$ cat src/rtl/spi_cfg_pkg.sv
// Shared constants for the SPI configuration register file.
package spi_cfg_pkg;

  localparam int FRAME_BITS = 16;
  localparam int ADDR_W     = 7;

  localparam logic [ADDR_W-1:0] ADDR_EN_OUT_LO = 7'h00;
  localparam logic [ADDR_W-1:0] ADDR_EN_OUT_HI = 7'h01;
  localparam logic [ADDR_W-1:0] ADDR_EN_PWM_LO = 7'h02;
  localparam logic [ADDR_W-1:0] ADDR_EN_PWM_HI = 7'h03;
  localparam logic [ADDR_W-1:0] ADDR_DUTY      = 7'h04;
  localparam logic [ADDR_W-1:0] MAX_ADDR       = 7'h04;

endpackage

$ cat src/rtl/spi_sync_edge.sv
// One asynchronous input brought into clk_sys domain: a STAGES-deep
// synchronizer followed by a history flop for edge detection.
module spi_sync_edge #(
  parameter int   STAGES  = 2,
  parameter logic RST_VAL = 1'b0
) (
  input  logic clk,
  input  logic rst_n,
  input  logic din,
  output logic level,
  output logic rise,
  output logic fall
);

  logic [STAGES-1:0] sync_q;
  logic              hist_q;

  // Synchronizer chain plus history flop; reset value models the idle pin level.
  always_ff @(posedge clk or negedge rst_n) begin
    if (!rst_n) begin
      sync_q <= {STAGES{RST_VAL}};
      hist_q <= RST_VAL;
    end else begin
      sync_q[0] <= din;
      for (int i = 1; i < STAGES; i++) begin
        sync_q[i] <= sync_q[i-1];
      end
      hist_q <= sync_q[STAGES-1];
    end
  end

  // Edge flags compare the synced level against the previous cycle's level.
  always_comb begin
    level = sync_q[STAGES-1];
    rise  = sync_q[STAGES-1] & ~hist_q;
    fall  = ~sync_q[STAGES-1] & hist_q;
  end

endmodule

$ cat src/rtl/spi_cfg_regfile.sv
// SPI mode-0 write-only configuration register file. Frames are 16 bits,
// MSB first: R/W, 7-bit address, 8-bit data. A frame commits on ncs rise
// only if exactly 16 bits were clocked and it is a write to a mapped address.
module spi_cfg_regfile
  import spi_cfg_pkg::*;
#(
  parameter int SYNC_STAGES = 2
) (
  input  logic       clk,
  input  logic       rst_n,
  input  logic       sclk,
  input  logic       copi,
  input  logic       ncs,
  output logic [7:0] en_reg_out_7_0,
  output logic [7:0] en_reg_out_15_8,
  output logic [7:0] en_reg_pwm_7_0,
  output logic [7:0] en_reg_pwm_15_8,
  output logic [7:0] pwm_duty_cycle
);

  localparam logic [4:0] CNT_FULL = 5'(FRAME_BITS);

  logic sclk_lvl, sclk_rise, sclk_fall;
  logic copi_lvl, copi_rise, copi_fall;
  logic ncs_lvl,  ncs_rise,  ncs_fall;

  spi_sync_edge #(.STAGES(SYNC_STAGES), .RST_VAL(1'b0)) u_sync_sclk (
    .clk(clk), .rst_n(rst_n), .din(sclk),
    .level(sclk_lvl), .rise(sclk_rise), .fall(sclk_fall)
  );

  spi_sync_edge #(.STAGES(SYNC_STAGES), .RST_VAL(1'b0)) u_sync_copi (
    .clk(clk), .rst_n(rst_n), .din(copi),
    .level(copi_lvl), .rise(copi_rise), .fall(copi_fall)
  );

  spi_sync_edge #(.STAGES(SYNC_STAGES), .RST_VAL(1'b1)) u_sync_ncs (
    .clk(clk), .rst_n(rst_n), .din(ncs),
    .level(ncs_lvl), .rise(ncs_rise), .fall(ncs_fall)
  );

  logic unused_edges;
  assign unused_edges = &{1'b0, sclk_lvl, sclk_fall, copi_rise, copi_fall};

  logic [FRAME_BITS-1:0] shreg_q;
  logic [4:0]            bit_cnt_q;
  logic                  sample;
  logic                  commit;
  logic [ADDR_W-1:0]     frame_addr;
  logic [7:0]            frame_data;

  // A bit is taken only inside an active frame; ncs_lvl is already high on
  // the cycle its rise is flagged, so a coincident sclk rise is dropped.
  always_comb begin
    sample     = sclk_rise & ~ncs_lvl & ~ncs_rise;
    frame_addr = shreg_q[14:8];
    frame_data = shreg_q[7:0];
    commit     = ncs_rise && (bit_cnt_q == CNT_FULL) && shreg_q[15]
                 && (frame_addr <= MAX_ADDR);
  end

  // Frame shift register and saturating bit counter; ncs fall starts a frame.
  always_ff @(posedge clk or negedge rst_n) begin
    if (!rst_n) begin
      shreg_q   <= '0;
      bit_cnt_q <= '0;
    end else if (ncs_fall) begin
      shreg_q   <= '0;
      bit_cnt_q <= '0;
    end else if (sample) begin
      shreg_q <= {shreg_q[FRAME_BITS-2:0], copi_lvl};
      if (bit_cnt_q != 5'd31) begin
        bit_cnt_q <= bit_cnt_q + 5'd1;
      end
    end
  end

  // Register file: at most one target updated per committed frame.
  always_ff @(posedge clk or negedge rst_n) begin
    if (!rst_n) begin
      en_reg_out_7_0  <= 8'h00;
      en_reg_out_15_8 <= 8'h00;
      en_reg_pwm_7_0  <= 8'h00;
      en_reg_pwm_15_8 <= 8'h00;
      pwm_duty_cycle  <= 8'h00;
    end else if (commit) begin
      case (frame_addr)
        ADDR_EN_OUT_LO: en_reg_out_7_0  <= frame_data;
        ADDR_EN_OUT_HI: en_reg_out_15_8 <= frame_data;
        ADDR_EN_PWM_LO: en_reg_pwm_7_0  <= frame_data;
        ADDR_EN_PWM_HI: en_reg_pwm_15_8 <= frame_data;
        ADDR_DUTY:      pwm_duty_cycle  <= frame_data;
        default: ;
      endcase
    end
  end

endmodule
$ cat config.mk
export PLATFORM = sky130hd
export DESIGN_NAME = spi_cfg_regfile
export DESIGN_NICKNAME = d
export VERILOG_FILES = /design/src/rtl/spi_cfg_pkg.sv /design/src/rtl/spi_sync_edge.sv /design/src/rtl/spi_cfg_regfile.sv
export SDC_FILE = /design/constraint.sdc
export NUM_CORES = 1
export LEC_CHECK = 0
export ABC_AREA = 1
export BUFFER_PORTS_ARGS = -buffer_cell sky130_fd_sc_hd__buf_2
export CORE_MARGIN = 1
export CORE_UTILIZATION = 45
export DETAILED_ROUTE_END_ITERATION = 10
export PLACE_DENSITY = 0.76
export SETUP_SLACK_MARGIN = 0.15
export SLEW_MARGIN = 40
export SYNTH_ARGS = -nofsm -noshare
export SYNTH_HDL_FRONTEND = slang
export SYNTH_SLANG_ARGS = --single-unit
export TNS_END_PERCENT = 10
$ cat constraint.sdc
create_clock -name clk -period 1.5 [get_ports clk]
set_input_delay 0.075 -clock clk [delete_from_list [all_inputs] [get_ports clk]]
set_output_delay 0.075 -clock clk [all_outputs]
set_load 0.01 [all_outputs]
==> impl_metrics.yaml, run 1 <==
cts:
  ctsRootBufferMaster: "clkbuf_8"
  cts_sinks: 69
  clk_pin_slew_ps: 80
  cts_max_level: 3
  cts_made_buffers: 9
  ctsLongestPathBuffers: 2
  clk_latency_ps: 350
  cts_tree: "done"
sta:
  setup_violations: 0
  skew_ps: 8.692
  tightest_slew_ps: 388.8
  hold_viol_final: 0
  slew_violations: 0
  fmax_mhz: 667.9
  slew_headroom_pct: 74.00
  grt_setup_unrepaired: "true"
  finalCriticalPeriod_ps: 1497
  fin_crit_sh_pct: 99.81
  hold_slack_ps: 137.5
  setup_ws_ps: 2.841
worst_setup_path:
  startpoint_type: "register"
  critPathKind: "register to register"
  regToRegStartpoint: "u_sync_ncs.sync_q[1]$_DFF_PN1_"
  timing.rr.end: "pwm_duty_cycle[2]$_DFFE_PN0P_"
  arrival_ps: 1740
  crit_fanout: 8
  cp-startpoint: "u_sync_ncs.sync_q[1]$_DFF_PN1_"
  end_kind: "register"
  cp-endpoint: "pwm_duty_cycle[2]$_DFFE_PN0P_"
  worst_r2r_path_depth: 8
  ff2ff_setup_slack_ps: 3
  required_ps: 1740
global_routing:
  globalRoute.totalOverflow: 0
  grt.total_usage_pct: 19.58
  grt_pass1_wl_microns: 9487
  grt_max_degree: 38
  antenna_found_initial: 0
  grt_pass1_vias: 1982
detailed_routing:
  remaining_drc_errors: 0
  final_antenna_net_count: 0
  dr.pass1.iters: 4
  wl_met3_microns: 329
  met1_length_microns: 2898
  via_per_inst: 5.124
  dr.first_iter.drc_count: 107
  finalWirelength_microns: 6315
  wl_met2_microns: 2959
  routed.top_layer: "met4"
  post_drt_wl_per_cell_microns: 14.55
  num_vias: 2224
floorplan:
  core_area_sq_um: 6026
  chipWidth_microns: 81.90
  dieArea_sq_um: 6708
  initial_core_util_pct: 47.67
  fp-row-count: 28
  io_pins: 45
  die_y_microns: 81.90
logic_synthesis:
  synth_nets: 282
  syn_area_sq_um: 2873
  synthCells: 274
  postSynthRegisterBits: 69
  ys_types: 32
  ys_seq_area_share_pct: 60.24
  ys.warnings.count: 0
  synth.area.top_cells: "dfrtp_1, nand2_1, nand4_1"
  synth_top_area_share_pct: 57.49
  synth_area_leader_cell: "dfrtp_1"
  avgSynthCellArea_sq_um: 10.48
finish:
  final_nets: 362
  n_antenna_cell: 0
  drive_gt1_share_pct: 40.95
  fill_cells: 492
  finalNonFillerCells: 434
  fin_util_pct: 62.69
  syn_to_final_growth_pct: 31.49
place:
  dpl.hpwl_microns: 4063
  finalWeightedCongestion: 0.7863
  placed_cells: 399
  place_ws_ps: -64.80
  portBuffers: 44
status:
  status: "complete, no violations"
pwr:
  ir_drop_mv: 0.7525
  p_leak_uw: 0.001882
  power_uw: 3641
  powerDensity_nw_per_um2: 963.8
hold_path:
  hold_path.class: "primary input to asynchronous set/reset pin"
flow_run:
  maxCapViolCount: 0
-- power breakdown --
| part | internal [uW] | total (uW) | switching, uW |
|---|---|---|---|
| combinational | 72.4 | 175 | 103 |
| clock | 857 | 1570 | 716 |
| sequential | 1880 | 1890 | 11.3 |
-- worst max-delay path, cell delays in order (launching register included) --
cell	delay (ps)
dfstp_2	540
inv_2	50
nor2_2	90
nand3_2	90
nor2_4	180
buf_8	190
nand2_4	100
nand2_1	90
o21ai_1	60
-- how the worst min path moves through the flow --
stage / to / startpoint / cells past startpoint / slack [ps]
4_1_cts: en_reg_pwm_15_8[5]$_DFFE_PN0P_ / rst_n / 2 / 130
2_1_floorplan: bit_cnt_q[0]$_DFFE_PN0P_ / rst_n / 0 / -220
6_report: en_reg_pwm_15_8[5]$_DFFE_PN0P_ / rst_n / 2 / 140
3_3_place_gp: en_reg_pwm_15_8[0]$_DFFE_PN0P_ / rst_n / 1 / -20
5_1_grt: en_reg_pwm_15_8[5]$_DFFE_PN0P_ / rst_n / 2 / 170
3_5_place_dp: en_reg_pwm_15_8[0]$_DFFE_PN0P_ / rst_n / 1 / -20
-- state kept, by name, summed over array words and instances (netlist names) --
register	count
en_reg_out_15_8	8
en_reg_pwm_15_8	8
u_sync_sclk.hist_q	1
pwm_duty_cycle	8
bit_cnt_q	5
u_sync_copi.sync_q	2
en_reg_out_7_0	8
u_sync_ncs.hist_q	1
shreg_q	16
u_sync_sclk.sync_q	2
en_reg_pwm_7_0	8
u_sync_ncs.sync_q	2
-- cell families (layout without fill, tap and decap cells) --
group | count (synthesis) | in the layout | synth area share (%)
buf+inv | 35 | 118 | 6.663
fa+ha+maj | 3 | 3 | 1.307
flops | 69 | 69 | 60.24
simple gates | 121 | 123 | 22.13
compound gates | 46 | 46 | 9.669
-- through the flow --
stage | TNS (ps) | area, sq um
global placement | -131.4 | 3264
finish | 0 | 3777
global route | -2398 | 3777
CTS | 0 | 3593
detailed placement | -826.3 | 3264
floorplan | 0 | 2880
-- cells in the final DEF (no fill, tap or decap), types with 9 or more instances in the layout --
master	count
o21ai_1	15
inv_1	19
clkbuf_8	11
nand2_1	53
o21ai_0	13
buf_4	19
nand2_2	12
nand3_1	12
dfrtp_1	66
nand4_1	17
buf_2	44
o21ai_2	9
-- what timing repair did --
item / 4_1_cts / 5_1_grt
gates resized for setup: 10 / 33
hold buffers: 4 / 0
setup buffers: 6 / 6
hold endpoints to repair: 69 / 0
setup endpoints to repair: 57 / 61
cloned: 0 / 3
pin swaps: 2 / 5
-- metal layers --
metal | GRT usage (%) | vias up
met5 | 0 | -
met4 | 9.649 | 0
met3 | 5.000 | 14
met2 | 28.68 | 72
met1 | 26.87 | 1065
li1 | - | 1073
-- cell usage after synthesis, drive strengths merged --
master  number
o22ai        5
nand3       16
or2          1
dfstp        3
inv         26
clkbuf       1
nor2        11
o21ai       37
clkinv       1
a21oi        4
ha           3
nand4       17
dfrtp       66
buf          7
nand2       71
nor3         5
-- area by class of cell --
class | count | area, sq um | share of cell area [%]
Clock inverter | 5 | 58.81 | 1.557
Clock buffer | 11 | 151.4 | 4.008
Timing Repair Buffer | 75 | 545.5 | 14.44
Sequential cell | 69 | 1730 | 45.81
Multi-Input combinational cell | 172 | 1091 | 28.88
Tap cell | 75 | 93.84 | 2.484
Inverter | 27 | 106.4 | 2.816
Power figures use the tool's default switching activity.
==> run 2, diff against run 1 <==
- BUFFER_PORTS_ARGS: -buffer_cell sky130_fd_sc_hd__buf_2 -> unset
- DONT_BUFFER_PORTS: unset -> 1
- PLACE_DENSITY: 0.76 -> 0.7
==> run 2 against run 1 <==
Compared with the run above: the run now ends with hold timing, setup timing left; largest cell class unchanged; worst hold slack got worse by 720 ps; maximum frequency fell by 2.0%; final cell count decreased by 12%.
==> impl_metrics.yaml, run 2 (synthesis results as in run 1) <==
detailed_routing:
  num_vias: 1980
  remaining_drc_errors: 0
  finalWirelength_microns: 5758
  wl_met3_microns: 370
  wl_met2_microns: 2809
  routed.top_layer: "met4"
  met1_length_microns: 2544
  via_per_inst: 5.197
  dr.pass1.iters: 4
  dr.first_iter.drc_count: 128
  final_antenna_net_count: 0
  post_drt_wl_per_cell_microns: 15.11
cts:
  cts_hold_buffers: 3
  cts_max_level: 3
  clk_latency_ps: 350
  cts_tree: "done"
  clk_pin_slew_ps: 70
  ctsLongestPathBuffers: 2
  cts_made_buffers: 9
  cts_sinks: 69
  ctsRootBufferMaster: "clkbuf_8"
worst_setup_path:
  required_ps: 1740
  critical-path-slowest-cell: "dfstp_2"
  max_stage_delay_ps: 540
  critPathKind: "register to register"
  end_kind: "register"
  regToRegStartpoint: "u_sync_ncs.sync_q[1]$_DFF_PN1_"
  crit_fanout: 8
  critPathBufInv: 3
  ff2ff_setup_slack_ps: -30
  crit_chain: "inv_2, nor2_2, nand3_2, nor2_4, buf_12, buf_12, nand3_4, nand2_1, nand2_1"
  startpoint_type: "register"
  timing.rr.end: "en_reg_out_15_8[5]$_DFFE_PN0P_"
  cp_top_family: "simple AND/OR/NAND/NOR gates"
  arrival_ps: 1770
  worst_r2r_path_depth: 9
  crit_cells: 9
global_routing:
  grt_max_degree: 70
  globalRoute.totalOverflow: 0
  grt_pass1_wl_microns: 9163
  grt.total_usage_pct: 19.12
  antenna_found_initial: 0
  grt_pass1_vias: 1820
finish:
  layout_common_cells: "dfrtp_1, nand2_1, nand2_2"
  drive_gt1_share_pct: 34.31
  largest_reg_flops: 16
  n_antenna_cell: 0
  final_nets: 309
  final_cell_area_sq_um: 3533
  finalNonFillerCells: 381
  final_common_cell: "dfrtp_1"
  syn_to_final_growth_pct: 23.00
  top_register: "shreg_q"
  fin_util_pct: 58.64
place:
  placed_cells: 353
  placed_area_sq_um: 2992
  portBuffers: 0
  place_ws_ps: -10.53
  dpl.hpwl_microns: 3688
  finalWeightedCongestion: 0.8170
status:
  violations: "hold timing, setup timing"
  status: "finished, violations left"
sta:
  skew_ps: 7.777
  setup_violations: 8
  hold_viol_final: 69
  tightest_slew_ps: 421.5
  slew_violations: 0
  slew_headroom_pct: 71.75
  finalCriticalPeriod_ps: 1528
  finalSetupTns_ps: -122.5
  setup_ws_ps: -28.31
  fmax_mhz: 654.3
  fin_crit_sh_pct: 101.9
  hold_slack_ps: -579.9
  grt_setup_unrepaired: "true"
pwr:
  powerDensity_nw_per_um2: 1105
  ir_drop_mv: 0.7071
  p_leak_uw: 0.001612
flow_run:
  maxCapViolCount: 0
floorplan:
  initial_core_util_pct: 47.67
  chipWidth_microns: 81.90
  die_y_microns: 81.90
  core_area_sq_um: 6026
  dieArea_sq_um: 6708
  io_pins: 45
  fp-row-count: 28
hold_path:
  hold_path.class: "primary input to asynchronous set/reset pin"
run 2: through the flow:
step                power (uW)  hold WS [ps]
floorplan                 1977        -220.6
global placement          2010        -218.0
detailed placement        2012        -218.1
CTS                       3933        -599.2
global route              4045        -613.6
finish                    3904        -579.9
run 2: area by class of cell:
class,instances,area (sq um)
clock inverters,5,106.4
fillers,500,2492
repair buffers,24,257.7
inverters,27,108.9
flip-flops and latches,69,1730
clock buffers,11,151.4
multi-input cells,170,1085
well taps,75,93.84
run 2: power by group:
group | internal, uW | switching (uW) | leakage (uW)
sequential | 1880 | 11.6 | 0.000941
combinational | 50.9 | 65.3 | 0.000545
clock | 1200 | 697 | 0.000126
run 2: routing by layer:
layer,GRT usage [%],up-vias
met3,8.667,2
met2,27.36,60
met1,25.57,946
met4,6.316,0
li1,-,972
met5,0,-
run 2: worst max path at each step:
stage	from	to
3_3_place_gp	bit_cnt_q[0]$_DFFE_PN0P_	en_reg_pwm_15_8[7]$_DFFE_PN0P_
3_5_place_dp	u_sync_ncs.sync_q[1]$_DFF_PN1_	en_reg_pwm_7_0[6]$_DFFE_PN0P_
5_1_grt	u_sync_ncs.sync_q[1]$_DFF_PN1_	en_reg_out_15_8[4]$_DFFE_PN0P_
2_1_floorplan	u_sync_ncs.sync_q[1]$_DFF_PN1_	en_reg_out_7_0[5]$_DFFE_PN0P_
6_report	u_sync_ncs.sync_q[1]$_DFF_PN1_	en_reg_out_15_8[5]$_DFFE_PN0P_
4_1_cts	u_sync_ncs.sync_q[1]$_DFF_PN1_	en_reg_pwm_15_8[5]$_DFFE_PN0P_
run 2: what timing repair did:
| item | in CTS | in global routing |
|---|---|---|
| gates resized for setup | 27 | 24 |
| hold endpoints to repair | 72 | 69 |
| endpoints found under the setup margin | 59 | 61 |
| gates cloned | 1 | 0 |
| setup buffers | 6 | 2 |
| pin swaps | 25 | 21 |
